<file path="src/rtl/lsu_byte_mem_ctrl.sv">
// Load/store initiator for a dual-port byte RAM: splits LB/LH/LW/SB/SH/SW into
// one or two two-byte beats and returns a single sign/zero-extended response.
module lsu_byte_mem_ctrl #(
  parameter int unsigned MEM_BYTES = 32768,
  parameter logic [31:0] ADDR_BASE = 32'h0
) (
  input  logic        i_clk,
  input  logic        i_rst,
  input  logic        i_req_valid,
  output logic        o_req_ready,
  input  logic        i_req_we,
  input  logic [1:0]  i_req_size,
  input  logic        i_req_unsigned,
  input  logic [31:0] i_req_addr,
  input  logic [31:0] i_req_wdata,
  output logic        o_resp_valid,
  output logic        o_resp_err,
  output logic [31:0] o_resp_rdata,
  output logic        o_mem_we1,
  output logic        o_mem_we2,
  output logic [31:0] o_mem_addr1,
  output logic [31:0] o_mem_addr2,
  output logic [7:0]  o_mem_wdata1,
  output logic [7:0]  o_mem_wdata2,
  input  logic [7:0]  i_mem_rdata1,
  input  logic [7:0]  i_mem_rdata2
);

  typedef enum logic [2:0] {
    S_IDLE,
    S_LO,
    S_HI,
    S_CAPT,
    S_RESP
  } state_t;

  state_t      r_state;
  state_t      w_state_next;

  logic        r_we;
  logic [1:0]  r_size;
  logic        r_unsigned;
  logic [31:0] r_idx;
  logic [31:0] r_wdata;
  logic [7:0]  r_b0;
  logic [7:0]  r_b1;
  logic        r_resp_valid;
  logic        r_resp_err;
  logic [31:0] r_resp_rdata;

  logic [31:0] w_idx;
  logic [1:0]  w_bytes_m1;
  logic [32:0] w_last;
  logic        w_align_err;
  logic        w_range_err;
  logic        w_req_err;
  logic        w_ext_b;
  logic        w_ext_h;
  logic [31:0] w_capt_rdata;

  // Range check in 33 bits so a request near 2^32 cannot wrap back into range.
  assign w_idx       = i_req_addr - ADDR_BASE;
  assign w_bytes_m1  = (i_req_size == 2'b01) ? 2'd1 :
                       (i_req_size == 2'b10) ? 2'd3 : 2'd0;
  assign w_last      = {1'b0, w_idx} + {31'b0, w_bytes_m1};
  assign w_range_err = (w_last >= 33'(MEM_BYTES));
  assign w_align_err = ((i_req_size == 2'b01) && w_idx[0]) ||
                       ((i_req_size == 2'b10) && (w_idx[1:0] != 2'b00));
  assign w_req_err   = (i_req_size == 2'b11) || w_align_err || w_range_err;

  assign o_req_ready  = (r_state == S_IDLE);
  assign o_resp_valid = r_resp_valid;
  assign o_resp_err   = r_resp_err;
  assign o_resp_rdata = r_resp_rdata;

  always_comb begin
    w_state_next = r_state;
    o_mem_we1    = 1'b0;
    o_mem_we2    = 1'b0;
    o_mem_addr1  = 32'h0;
    o_mem_addr2  = 32'h0;
    o_mem_wdata1 = 8'h0;
    o_mem_wdata2 = 8'h0;
    case (r_state)
      S_IDLE: begin
        if (i_req_valid) begin
          w_state_next = w_req_err ? S_RESP : S_LO;
        end
      end
      S_LO: begin
        w_state_next = (r_size == 2'b10) ? S_HI : S_CAPT;
        o_mem_we1    = r_we;
        o_mem_we2    = r_we && (r_size != 2'b00);
        o_mem_addr1  = r_idx;
        o_mem_addr2  = r_idx + 32'd1;
        o_mem_wdata1 = r_wdata[7:0];
        o_mem_wdata2 = r_wdata[15:8];
      end
      S_HI: begin
        w_state_next = S_CAPT;
        o_mem_we1    = r_we;
        o_mem_we2    = r_we;
        o_mem_addr1  = r_idx + 32'd2;
        o_mem_addr2  = r_idx + 32'd3;
        o_mem_wdata1 = r_wdata[23:16];
        o_mem_wdata2 = r_wdata[31:24];
      end
      S_CAPT: w_state_next = S_RESP;
      S_RESP: w_state_next = S_IDLE;
      default: w_state_next = S_IDLE;
    endcase
  end

  // In CAPT the RAM is presenting the last beat's bytes; earlier word bytes sit in b0/b1.
  assign w_ext_b = ~r_unsigned & i_mem_rdata1[7];
  assign w_ext_h = ~r_unsigned & i_mem_rdata2[7];

  always_comb begin
    w_capt_rdata = 32'h0;
    if (!r_we) begin
      case (r_size)
        2'b00:   w_capt_rdata = {{24{w_ext_b}}, i_mem_rdata1};
        2'b01:   w_capt_rdata = {{16{w_ext_h}}, i_mem_rdata2, i_mem_rdata1};
        2'b10:   w_capt_rdata = {i_mem_rdata2, i_mem_rdata1, r_b1, r_b0};
        default: w_capt_rdata = 32'h0;
      endcase
    end
  end

  always_ff @(posedge i_clk or posedge i_rst) begin
    if (i_rst) begin
      r_state      <= S_IDLE;
      r_we         <= 1'b0;
      r_size       <= 2'b00;
      r_unsigned   <= 1'b0;
      r_idx        <= 32'h0;
      r_wdata      <= 32'h0;
      r_b0         <= 8'h0;
      r_b1         <= 8'h0;
      r_resp_valid <= 1'b0;
      r_resp_err   <= 1'b0;
      r_resp_rdata <= 32'h0;
    end else begin
      r_state      <= w_state_next;
      r_resp_valid <= (w_state_next == S_RESP);
      r_resp_err   <= (r_state == S_IDLE) && (w_state_next == S_RESP);
      if ((r_state == S_IDLE) && i_req_valid) begin
        r_we       <= i_req_we;
        r_size     <= i_req_size;
        r_unsigned <= i_req_unsigned;
        r_idx      <= w_idx;
        r_wdata    <= i_req_wdata;
        if (w_req_err) begin
          r_resp_rdata <= 32'h0;
        end
      end
      if (r_state == S_HI) begin
        r_b0 <= i_mem_rdata1;
        r_b1 <= i_mem_rdata2;
      end
      if (r_state == S_CAPT) begin
        r_resp_rdata <= w_capt_rdata;
      end
    end
  end

endmodule

</file>
<file path="config.mk">
export PLATFORM = sky130hd
export DESIGN_NAME = lsu_byte_mem_ctrl
export DESIGN_NICKNAME = d
export VERILOG_FILES = /design/src/rtl/lsu_byte_mem_ctrl.sv
export SDC_FILE = /design/constraint.sdc
export NUM_CORES = 1
export LEC_CHECK = 0
export CAP_MARGIN = 30
export CORE_UTILIZATION = 45
export CTS_CLUSTER_DIAMETER = 100
export CTS_CLUSTER_SIZE = 30
export DETAILED_ROUTE_END_ITERATION = 8
export DONT_BUFFER_PORTS = 1
export PLACE_DENSITY = 0.68
export REMOVE_ABC_BUFFERS = 1
export SYNTH_ARGS = -nofsm -noshare
export SYNTH_HDL_FRONTEND = slang
export SYNTH_SLANG_ARGS = --single-unit
</file>
<file path="constraint.sdc">
create_clock -name i_clk -period 8.7 [get_ports i_clk]
set_input_delay 0.87 -clock i_clk [delete_from_list [all_inputs] [get_ports i_clk]]
set_output_delay 0.87 -clock i_clk [all_outputs]
set_load 0.03 [all_outputs]
</file>
### Word-level counts from Yosys, hierarchy flattened

Cells that the tools add are included.

| operators by class | value |
|---|---|
| $add $sub $neg | 4 |
| multiply operators | 0 |
| divide/modulo/power cells | 0 |
| $lt $le $gt $ge | 1 |
| eq/ne operators | 9 |
| shifts and indexed selects | 0 |
| multiplexer cells | 17 |
| bitwise logic cells | 3 |
| reductions and logical operators | 16 |

Operators with widths:

| cell | number |
|---|---|
| $mux 32 | 4 |
| $pmux 32 s2 | 2 |
| $pmux 32 s3 | 1 |
| $add 32x2->32 const B | 2 |
| $add 32x2->33 | 1 |
| $ge 33x16->1 const B | 1 |
| $add 32x1->32 const B | 1 |
| $pmux 8 s2 | 2 |
| $pmux 3 s4 | 1 |
| $reduce_bool 2->1 | 4 |
| $eq 2x2->1 const B | 3 |
| $eq 3x2->1 const B | 2 |
| $mux 3 | 2 |
| $logic_and 1x1->1 | 5 |
| $eq 2x1->1 const B | 2 |
| $mux 2 | 2 |
| $eq 3x1->1 const B | 1 |
| $eq 3x3->1 const B | 1 |
| $logic_not 3->1 | 1 |
| $logic_or 1x1->1 | 3 |
| $and 1x1->1 | 2 |
| $logic_not 2->1 | 1 |
| $mux 1 | 2 |
| $pmux 1 s2 | 1 |
| 3 further kinds | 3 |

| word-level totals | value |
|---|---|
| bits in registers | 121 |
| bits in latches | 0 |
| RAM bits | 0 |
| ROM bits | 0 |
| input port bits | 87 |
| output and inout port bits | 117 |
| logic and storage cells | 61 |
| memories | 0 |

### Depth between registers and ports, before layout

| depth | value |
|---|---|
| depth after elaboration | 11 |
| mapped depth | 14 |
| depth with buffers taken out | 12 |

### Least setup slack after synthesis

No wires, ideal clock.

| timing | value |
|---|---|
| kind | register to output |
| start | register r_state[2] |
| end | output port o_mem_addr2[15] |
| arrival | 3.092 ns |
| data required time | 7.830 ns |
| setup slack | 4.738 ns |
| cell stages (with the launch flop) | 12 |
| buffers on the path | 2 |
| cells stage by stage | dfrtp_1 nor2_1 nand2_1 inv_1 clkbuf_1 buf_1 ha_1 a21oi_1 nor4_1 nand2b_1 nor2b_1 a311oi_1 |

| on the way | value |
|---|---|
| cells in the longest elaborated chain, start to end | 2 |
| elaborated cells between the ends (all ways) | 3 |
| classes of those cells | eq/ne: 2; mux: 1 |

RTL lines:

| what | line | text |
|---|---|---|
| from (decl) | 37 | `state_t r_state;` |
| from (signal assigned) | 144 | `r_state <= w_state_next;` |
| $eq 3x2->1 / $eq 3x1->1 (equally long branches) | 84 | `case (r_state)` |
| $pmux 32 s2 (*) | 84 |  |
| to (decl) | 22 | `output logic [31:0] o_mem_addr2,` |

Mark *: on every way between the ends. The rest lies on a longest branch, timed or not.

### Worst setup path after layout

| timing | value |
|---|---|
| start | register r_state[2] |
| end | output port o_mem_addr2[23] |

The elaborated chain is that of the path after synthesis.

==> Flow_metrics.wiki <==
{| class="wikitable"
! Metric !! Value
|-
| CTS clock-pin slew for the worst setup and hold paths || 60 ps
|-
| Element type at the critical path start || flip-flop
|-
| Top_reg_cell synth || sky130_fd_sc_hd__dfrtp_1
|-
| Avg WL per Cell || between 15 and 20 um
|-
| Post-cts sizing count || 0
|-
| Cell count after synthesis || approximately 940
|-
| Final nets || 1009
|-
| Maximum number of pins on one net before global-route repair || 74
|-
| Grt total ovfl || 0
|-
| I/O pins || 204
|-
| Antenna violations before repair || 0
|-
| Average vias per placed instance || between 5 and 6
|-
| Arrival time worst endpoint || 4250 ps
|-
| Number of rows created at floorplan || 46
|-
| Post-synth design cell area || approximately 7400 sq um
|-
| Final clock skew || 11.3 ps
|-
| Final core occ || 51.1%
|-
| Via count of the first global-routing pass || slightly above 6000
|-
| Synthesized area per cell || ~8 sq um
|-
| Unrepaired setup endpoints after global routing || false
|-
| Number of distinct library cell variants in the gate-level netlist after synthesis || 50
|-
| Final setup fails || 0
|-
| Pin slew with the least headroom to its limit || 1040 ps
|-
| Global-route wire length before repair || approximately 32 mm
|-
| Max clock buf depth || 2
|-
| Number of DRC markers in iteration 0 || roughly 460
|-
| Register area || around 3000 sq um
|-
| Largest fanout on the critical path || 57
|-
| Core Region || 15900 sq um
|-
| Most common cell after layout, fill and taps aside || sky130_fd_sc_hd__nand2_1
|-
| Chip Height || 130 um
|-
| # port buffers || 0
|-
| Peak supply drop || roughly 0.00029 V
|-
| Fillers || roughly 1600
|-
| Area added between synthesis and finish || 10.5%
|-
| Cell types with the largest area share after synthesis || sky130_fd_sc_hd__dfrtp_1 (41%), sky130_fd_sc_hd__nand2_1 (17%), sky130_fd_sc_hd__o22ai_2 (4.9%)
|-
| Async S/R FF share, synth || 100%
|-
| Multi-input gate area in the final layout || around 4000 sq um
|-
| Total leakage power || roughly 3.5 nW
|-
| Vias || ~6500
|-
| Clock Tree Root || sky130_fd_sc_hd__clkbuf_16
|-
| Quantity of hold-fixing buffers added after cts || 0
|-
| H-Tree Level Count || 4
|-
| Proportion of synthesized chip area in sequential cells || 41.1%
|-
| Library cell occupying the most area in the post-synthesis netlist || sky130_fd_sc_hd__dfrtp_1
|-
| Die Area || 16900 sq um
|-
| Share of the clock period used by the worst path || 58.8%
|-
| Class of the tightest hold or removal check || flip-flop to flip-flop
|-
| Critical path capture point type || output pin
|-
| DR pass1 iterations || 5
|-
| Detail Placement HPWL || 14.3 mm
|-
| Final worst path period need || 5120 ps
|-
| GRT Util Overall || 25.2%
|-
| Fraction of synthesized cell area taken by the top area cell type || 41.1%
|-
| Count of flip-flops with a built-in enable after synthesis || 0
|-
| Cell Pwr Density || around 340 nW/um^2
|-
| Wirelength, routed || between 20 and 25 mm
|-
| Worst-Skew Late Latency || 420 ps
|-
| Post-synthesis register bit count || 121
|-
| CTS tree || built
|-
| Setup Crit Path Kind || flip-flop to output pin
|-
| Run status || completed
|-
| Max Cap Violations || 0
|-
| Final antenna diode count || 0
|-
| Total count of max-transition violations in the final report || 0
|-
| Die width || 130 um
|-
| Final Hold Violating Endpoints || 0
|-
| Initial Util || 46.3%
|-
| Achievable clock frequency || 0.195 GHz
|-
| Most frequent cells in the layout || sky130_fd_sc_hd__nand2_1 (326), sky130_fd_sc_hd__dfrtp_1 (121), sky130_fd_sc_hd__nor2_1 (65)
|-
| Data required, critical path || 7830 ps
|-
| Routed Antenna Nets || 0
|-
| Post-detailed-route DRC marker count || 0
|-
| Buffers inserted during post-CTS setup optimization || 0
|-
| Yosys warning total || 0
|-
| Total negative slack for setup checks || 0 ps
|-
| Number of clock sinks || 121
|-
| Cts bufs inserted || 17
|-
| Relative slew slack || 30.1%
|-
| Final RePlAce weighted congestion || 0.914
|-
| Layout cells sized above 1 || roughly 11%
|}
[cells in the mapped netlist (3+ instances only)]
| cell type | number |
|---|---|
| sky130_fd_sc_hd__o41ai_1 | 3 |
| sky130_fd_sc_hd__nor2_1 | 66 |
| sky130_fd_sc_hd__o22ai_2 | 29 |
| sky130_fd_sc_hd__nor2b_1 | 12 |
| sky130_fd_sc_hd__or2_2 | 3 |
| sky130_fd_sc_hd__xnor2_1 | 16 |
| sky130_fd_sc_hd__o31ai_1 | 6 |
| sky130_fd_sc_hd__nor4_1 | 9 |
| sky130_fd_sc_hd__inv_1 | 9 |
| sky130_fd_sc_hd__and3_1 | 5 |
| sky130_fd_sc_hd__buf_12 | 3 |
| sky130_fd_sc_hd__nand2b_1 | 4 |
| sky130_fd_sc_hd__mux2i_1 | 8 |
| sky130_fd_sc_hd__ha_1 | 7 |
| sky130_fd_sc_hd__dfrtp_1 | 121 |
| sky130_fd_sc_hd__nand2_1 | 327 |
| sky130_fd_sc_hd__xor2_1 | 21 |
| sky130_fd_sc_hd__nor3b_1 | 3 |
| sky130_fd_sc_hd__a31oi_1 | 8 |
| sky130_fd_sc_hd__nor3_1 | 11 |
| sky130_fd_sc_hd__or3_1 | 6 |
| sky130_fd_sc_hd__o21ai_0 | 44 |
| sky130_fd_sc_hd__buf_1 | 7 |
| sky130_fd_sc_hd__nand3_1 | 28 |
| sky130_fd_sc_hd__clkbuf_1 | 57 |
| sky130_fd_sc_hd__o22ai_1 | 4 |
| sky130_fd_sc_hd__nand4_1 | 19 |
| sky130_fd_sc_hd__a21oi_1 | 52 |
| sky130_fd_sc_hd__a22o_1 | 18 |
| sky130_fd_sc_hd__and2_1 | 7 |
[registers in the layout, summed over array words and instances, names as in the netlist]
| signal | cells |
|---|---|
| o_resp_err | 1 |
| o_resp_rdata | 32 |
| o_resp_valid | 1 |
| r_b0 | 8 |
| r_b1 | 8 |
| r_idx | 32 |
| r_size | 2 |
| r_state | 3 |
| r_unsigned | 1 |
| r_wdata | 32 |
| r_we | 1 |
[through the flow]
step | std cells | hold WS [ps] | setup slack, ps | instance area [sq um] | power (mW)
after floorplan | 873 | 438 | 3660 | 7060 | 1.78
after global placement | 1102 | 449 | 4170 | 7470 | 2.03
after detailed placement | 1109 | 455 | 4130 | 7530 | 2.07
after CTS | 1141 | 470 | 3650 | 8140 | 2.80
after global routing | 1142 | 492 | 3310 | 8150 | 2.97
final | 1142 | 463 | 3580 | 8150 | 2.79
[where the power goes]
part,switching (mW),internal (mW)
Combinational,0.690,0.316
Sequential,0.304,0.760
Clock,0.264,0.458
Total,1.26,1.53
[critical path: stages (launching register included)]
cell                       delay [ps]
sky130_fd_sc_hd__dfrtp_1          420
sky130_fd_sc_hd__nor2_1           120
sky130_fd_sc_hd__nand2_1           80
sky130_fd_sc_hd__inv_2             50
sky130_fd_sc_hd__buf_4            530
sky130_fd_sc_hd__ha_1             290
sky130_fd_sc_hd__a21oi_1           60
sky130_fd_sc_hd__nor4_1           720
sky130_fd_sc_hd__nand2b_1         200
sky130_fd_sc_hd__nor2_1           570
sky130_fd_sc_hd__nand3_1          170
sky130_fd_sc_hd__xor2_1           170
sky130_fd_sc_hd__nor2_1           430
[kinds of logic after synthesis]
logic type,Yosys count,share of synthesized area (%)
AO/OA/AOI/OAI,177,17.0
XOR/XNOR,37,4.39
adder cells (fa/ha/maj),9,1.73
buffers and inverters,77,4.68
flip-flops,121,41.1
multiplexers,8,1.09
AND/OR/NAND/NOR,512,30.0
[final timing paths]
check	startpoint	to	slack (ps)	cells after the start
max	r_state[2]	o_mem_addr2[23]	3580	12
min	r_b0[6]	r_b0[6]	460	2
max reg2reg	r_state[2]	o_resp_rdata[30]	5950	7
min reg2reg	r_b0[6]	r_b0[6]	460	2
max in group asynchronous	i_rst	r_b0[6]	6920	2
min in group asynchronous	i_rst	r_wdata[18]	480	1
[per-layer routing]
metal	track usage (%)	share of wire [%]	up-vias
met5	0	0	-
met4	10.1	2.3	0
met3	8.12	8.7	29
met2	39.6	46	256
met1	32.1	43	3074
li1	-	-	3133
[final cells by class]
cell class / count / share of cell area [%]
repair buffers: 21 / 1.95
clock inverters: 14 / 2.12
well taps: 216 / 3.32
flip-flops and latches: 121 / 37.2
clock buffers: 18 / 5.39
inverters: 9 / 0.445
multi-input cells: 743 / 49.6
Power figures use the tool's default switching activity.
